<file path="config.mk">
export PLATFORM = sky130hd
export DESIGN_NAME = divmod_arbiter
export DESIGN_NICKNAME = d
export VERILOG_FILES = /design/src/rtl/divmod_arbiter.sv
export SDC_FILE = /design/constraint.sdc
export NUM_CORES = 1
export LEC_CHECK = 0
export CORE_MARGIN = 4
export CORE_UTILIZATION = 43
export CTS_CLUSTER_DIAMETER = 40
export DETAILED_ROUTE_END_ITERATION = 7
export HOLD_SLACK_MARGIN = 0.05
export PLACE_DENSITY = 0.92
export SETUP_SLACK_MARGIN = 0.4
export SYNTH_ARGS = -nofsm -noshare
export SYNTH_HDL_FRONTEND = slang
export SYNTH_SLANG_ARGS = --single-unit
</file>
<file path="constraint.sdc">
create_clock -name clk_i -period 4.69 [get_ports clk_i]
set_input_delay 0.938 -clock clk_i [delete_from_list [all_inputs] [get_ports clk_i]]
set_output_delay 0.938 -clock clk_i [all_outputs]
set_load 0.03 [all_outputs]
</file>
<file path="src/rtl/divmod_arbiter.sv">
// Round-robin arbiter sharing one divmod unit between two requesters.
// Sequences go/delay/wait per op and forces an error if the divmod never answers.
module divmod_arbiter #(
    parameter int unsigned WIDTH_LOG = 4,
    parameter int unsigned TIMEOUT   = 64,
    localparam int unsigned WIDTH    = 1 << WIDTH_LOG
) (
    input  logic             clk_i,
    input  logic             rst_ni,
    input  logic             req0_i,
    input  logic [WIDTH-1:0] num0_i,
    input  logic [WIDTH-1:0] den0_i,
    input  logic             req1_i,
    input  logic [WIDTH-1:0] num1_i,
    input  logic [WIDTH-1:0] den1_i,
    output logic             done0_o,
    output logic             done1_o,
    output logic [WIDTH-1:0] rem_o,
    output logic             err_o,
    output logic             busy_o,
    output logic             div_go_o,
    output logic [WIDTH-1:0] div_num_o,
    output logic [WIDTH-1:0] div_den_o,
    input  logic             div_ready_i,
    input  logic             div_error_i,
    input  logic [WIDTH-1:0] div_rem_i
);

    localparam int unsigned WdW = $clog2(TIMEOUT) + 1;
    localparam logic [WdW-1:0] WdLast = WdW'(TIMEOUT - 1);

    typedef enum logic [2:0] {StIdle, StIssue, StDly, StWait, StDone} state_e;

    state_e           state_q;
    logic             last_q;
    logic             gnt_q;
    logic             gnt_d;
    logic [WdW-1:0]   wd_q;
    logic             done0_q;
    logic             done1_q;
    logic [WIDTH-1:0] rem_q;
    logic             err_q;
    logic             busy_q;
    logic             div_go_q;
    logic [WIDTH-1:0] div_num_q;
    logic [WIDTH-1:0] div_den_q;

    // On a tie the requester that was not served last wins.
    assign gnt_d = (req0_i && req1_i) ? ~last_q : req1_i;

    always_ff @(posedge clk_i) begin
        if (!rst_ni) begin
            state_q   <= StIdle;
            last_q    <= 1'b1;
            gnt_q     <= 1'b0;
            wd_q      <= '0;
            done0_q   <= 1'b0;
            done1_q   <= 1'b0;
            rem_q     <= '0;
            err_q     <= 1'b0;
            busy_q    <= 1'b0;
            div_go_q  <= 1'b0;
            div_num_q <= '0;
            div_den_q <= '0;
        end else begin
            done0_q  <= 1'b0;
            done1_q  <= 1'b0;
            div_go_q <= 1'b0;
            unique case (state_q)
                StIdle: begin
                    if (req0_i || req1_i) begin
                        gnt_q     <= gnt_d;
                        div_num_q <= gnt_d ? num1_i : num0_i;
                        div_den_q <= gnt_d ? den1_i : den0_i;
                        div_go_q  <= 1'b1;
                        busy_q    <= 1'b1;
                        state_q   <= StIssue;
                    end
                end
                StIssue: state_q <= StDly;
                StDly: begin
                    wd_q    <= '0;
                    state_q <= StWait;
                end
                StWait: begin
                    if (div_error_i || (!div_ready_i && wd_q == WdLast)) begin
                        err_q   <= 1'b1;
                        rem_q   <= '0;
                        done0_q <= ~gnt_q;
                        done1_q <= gnt_q;
                        state_q <= StDone;
                    end else if (div_ready_i) begin
                        err_q   <= 1'b0;
                        rem_q   <= div_rem_i;
                        done0_q <= ~gnt_q;
                        done1_q <= gnt_q;
                        state_q <= StDone;
                    end else begin
                        wd_q <= wd_q + 1'b1;
                    end
                end
                StDone: begin
                    last_q  <= gnt_q;
                    busy_q  <= 1'b0;
                    state_q <= StIdle;
                end
                default: state_q <= StIdle;
            endcase
        end
    end

    assign done0_o   = done0_q;
    assign done1_o   = done1_q;
    assign rem_o     = rem_q;
    assign err_o     = err_q;
    assign busy_o    = busy_q;
    assign div_go_o  = div_go_q;
    assign div_num_o = div_num_q;
    assign div_den_o = div_den_q;

endmodule

</file>
==> results.md <==
* Synth Area in Compound Gates at 0.193
* DRT antenna net count at 0
* Yosys top cell by area: dfxtp_1
* Status: completed
* First DRT Iteration DRCs at 110
* Min-Delay Endpoint: wd_q[6]
* Placed Area at 4120 µm²
* DR pass1 iterations at 4
* Via density at 5.27
* Antenna cells at 0
* Min Hold Slack at 0.446 ns
* Total track usage at 0.194
* Post-CTS Setup Bufs at 0
* Crit end category: flop
* Xor/xnor cell area share of the yosys netlist at 0
* Crit path kind: primary input to flop
* Internal power at 1.04 mW
* #FFs+latches synth at 65
* Register area share after synthesis at 0.480
* Final Cycle Share at 0.584
* Design area at 4300 µm²
* Ports at 139
* Hold_sp: wd_q[6]
* Gate Count Post-Synth at 272
* Synth top area cells: dfxtp_1 48%, mux2i_1 12%, a211oi_1 8.9%, a22o_1 5.2%, nor2_1 5.0%
* Adder-cell share of the synthesized area at 0.00462
* Detailed Route WL at 7.32 mm
* Wire length per cell at 15.2 µm
* Width of the die at 87.4 µm
* Post-synthesis mux area share at 0.118
* Leak pwr at 1.58 nW
* First-pass GRT wire length at 11.7 mm
* Inst Count DP at 466
* Hold violation count in the final report at 0
* Async SR Flop Fraction at 0
* Port buffer count at 138
* Peak VDD IR at 0.240 mV
* Crit path launch type: primary input
* Synth cell types at 41
* Clock root buffer: clkbuf_8
* Sink Count at 65
* Psw at 0.422 mW
* Area grow syn2layout at 58.8%
* CTS tree: done
* GPL Wtd Cong at 0.769
* Worst-Margin Slew at 1.00 ns
* DRC viols at 0
* Reg power frac at 0.429
* Post-DP HPWL at 5.46 mm
* R2r endpoint: div_den_o[0]
* Worst reg-to-reg setup slack at 2.58 ns
* CTS Hold Bufs at 0
* Setup crit start: rst_ni
* Layout cells sized above 1 at 0.0565
* Final worst clock skew at 0.0108 ns
* Clk buf depth at 2
* Clk Latency, worst-skew pair at 0.33 ns
* Post-layout min period at 2.74 ns
* Number of CTS-inserted buffers at 9
* Net Sw Frac at 0.288
* Worst r2r src: state_q[0]
* Final setup margin at 1.95 ns
* Post-Place Worst Slack at 1.62 ns
* Starting density of the core at 0.450
* Critical Path AT at 3.00 ns
* Detailed-route via count at 2538
* YS warnings at 0
* Setup-failing EPs final at 0
* R2R cell count at 4
* Largest net degree at the start of global routing at 48
* CP Data Required Time at 4.95 ns
* Cell with the most instances after synthesis: dfxtp_1
* Max-cap viol count at 0
* Htree depth at 3
* Row Count at 28
* Die ar. at 7640 µm²
* Rel. slew slack at 0.327
* Critical path fanouts, max at 44
* Clock power frac at 0.312
* Final Max Slew Viols at 0
* Hold depth at 2
* Nets@finish at 489
* Core area at 6030 µm²
* Die H at 87.4 µm
* Top FF cell, synth: dfxtp_1
* RSZ-0062 raised after global routing: false
* Total global routing overflow at 0
* Setup_tns at 0 ns
* Vias in the first global route at 2500
* Mean Syn Cell Area at 9.96 µm²
* Post-Layout Cell Count at 482
* Comb power frac at 0.260
* Resize count post-CTS at 0
* Post-synth EDFFs at 0
* Post-synthesis simple-gate area fraction at 0.156
* Commonest cells post-synth: 65 x dfxtp_1, 36 x nor2_1, 32 x a211oi_1, 32 x mux2i_1, 16 x a22o_1
* Max frequency at 365 MHz
* Area share of the largest cell type after synthesis at 0.480
* Cell Area, Synth at 2710 µm²
* Cell Pwr Density at 340 nW/µm²
* Hold Crit Class: flop to flop
* Net Count, Synth at 359
* Main combinational cell family by area after synthesis: compound AO/OA/AOI/OAI gates
* Initial antenna violation count at 0
* Worst-path clk slew at 0.07 ns
-- state kept, by name, summed over array words and instances (netlist names) --
signal	cells
busy_o	1
div_den_o	16
div_go_o	1
div_num_o	16
done0_o	1
done1_o	1
err_o	1
gnt_q	1
last_q	1
rem_o	16
state_q	3
wd_q	7
-- layer usage --
metal / share of wire / GRT usage
met1: 0.39 / 0.221
met2: 0.50 / 0.329
met3: 0.092 / 0.0634
met4: 0.017 / 0.0907
met5: 0 / 0
-- stage by stage --
step	util	power [mW]
final	0.714	1.46
after global routing	0.714	1.54
after CTS	0.714	1.48
after detailed placement	0.683	1.02
after global placement	0.683	1.01
after floorplan	-	0.841
-- power groups by stage --
stage	Combinational, mW	Sequential (mW)	Clock [mW]
6_report	0.380	0.628	0.456
3_3_place_gp	0.375	0.638	0
2_1_floorplan	0.127	0.714	0
4_1_cts	0.384	0.628	0.465
5_1_grt	0.408	0.633	0.498
3_5_place_dp	0.383	0.639	0
-- worst max-delay path by stage --
stage	to	slack [ns]	cells past startpoint
after global routing	div_den_o[10]	1.74	6
final	rem_o[2]	1.95	4
after detailed placement	div_num_o[5]	1.62	6
after floorplan	wd_q[4]	2.69	5
after global placement	rem_o[9]	1.64	4
after CTS	rem_o[5]	1.96	4
-- cell usage in the layout (no fill, tap or decap), drive strengths merged, types with 2 or more instances in the layout --
| master | synthesis | routed |
|---|---|---|
| o211ai | 3 | 3 |
| and2 | 3 | 3 |
| nand3b | 3 | 3 |
| nor4 | 2 | 2 |
| nor2 | 36 | 36 |
| dfxtp | 65 | 65 |
| nand2b | 2 | 2 |
| mux2i | 32 | 32 |
| a211oi | 32 | 32 |
| nor3 | 3 | 3 |
| o21ai | 2 | 2 |
| or3 | 3 | 3 |
| nand3 | 8 | 8 |
| a21oi | 4 | 4 |
| buf | 15 | 2 |
| a22o | 16 | 16 |
| nand2 | 12 | 12 |
| inv | 4 | 4 |
| and3 | 2 | 2 |
| a31oi | 6 | 6 |
| clkinv | 0 | 2 |
| nor2b | 2 | 2 |
| clkbuf | 6 | 13 |
| clkdlybuf4s50 | 0 | 138 |
-- worst max-delay path, stage by stage --
cell             delay (ns)
clkdlybuf4s50_1        0.60
inv_2                  0.33
nor4b_4                0.83
a22o_1                 0.27
-- logic make-up after synthesis --
kind of cell | Yosys count
and+or+nand+nor | 81
AOI/OAI and AO/OA | 68
DFF | 65
muxes | 32
buffers and inverters | 25
adders and majority gates | 1
-- final cells by class --
type | instances | area, µm²
clock buffers | 13 | 149
multi-input cells | 182 | 1300
well taps | 75 | 93.8
fillers | 459 | 1720
clock inverters | 3 | 40.0
inverters | 4 | 15.0
repair buffers | 140 | 1410
flip-flops and latches | 65 | 1300
No activity file was read; power rests on OpenSTA's default activity.
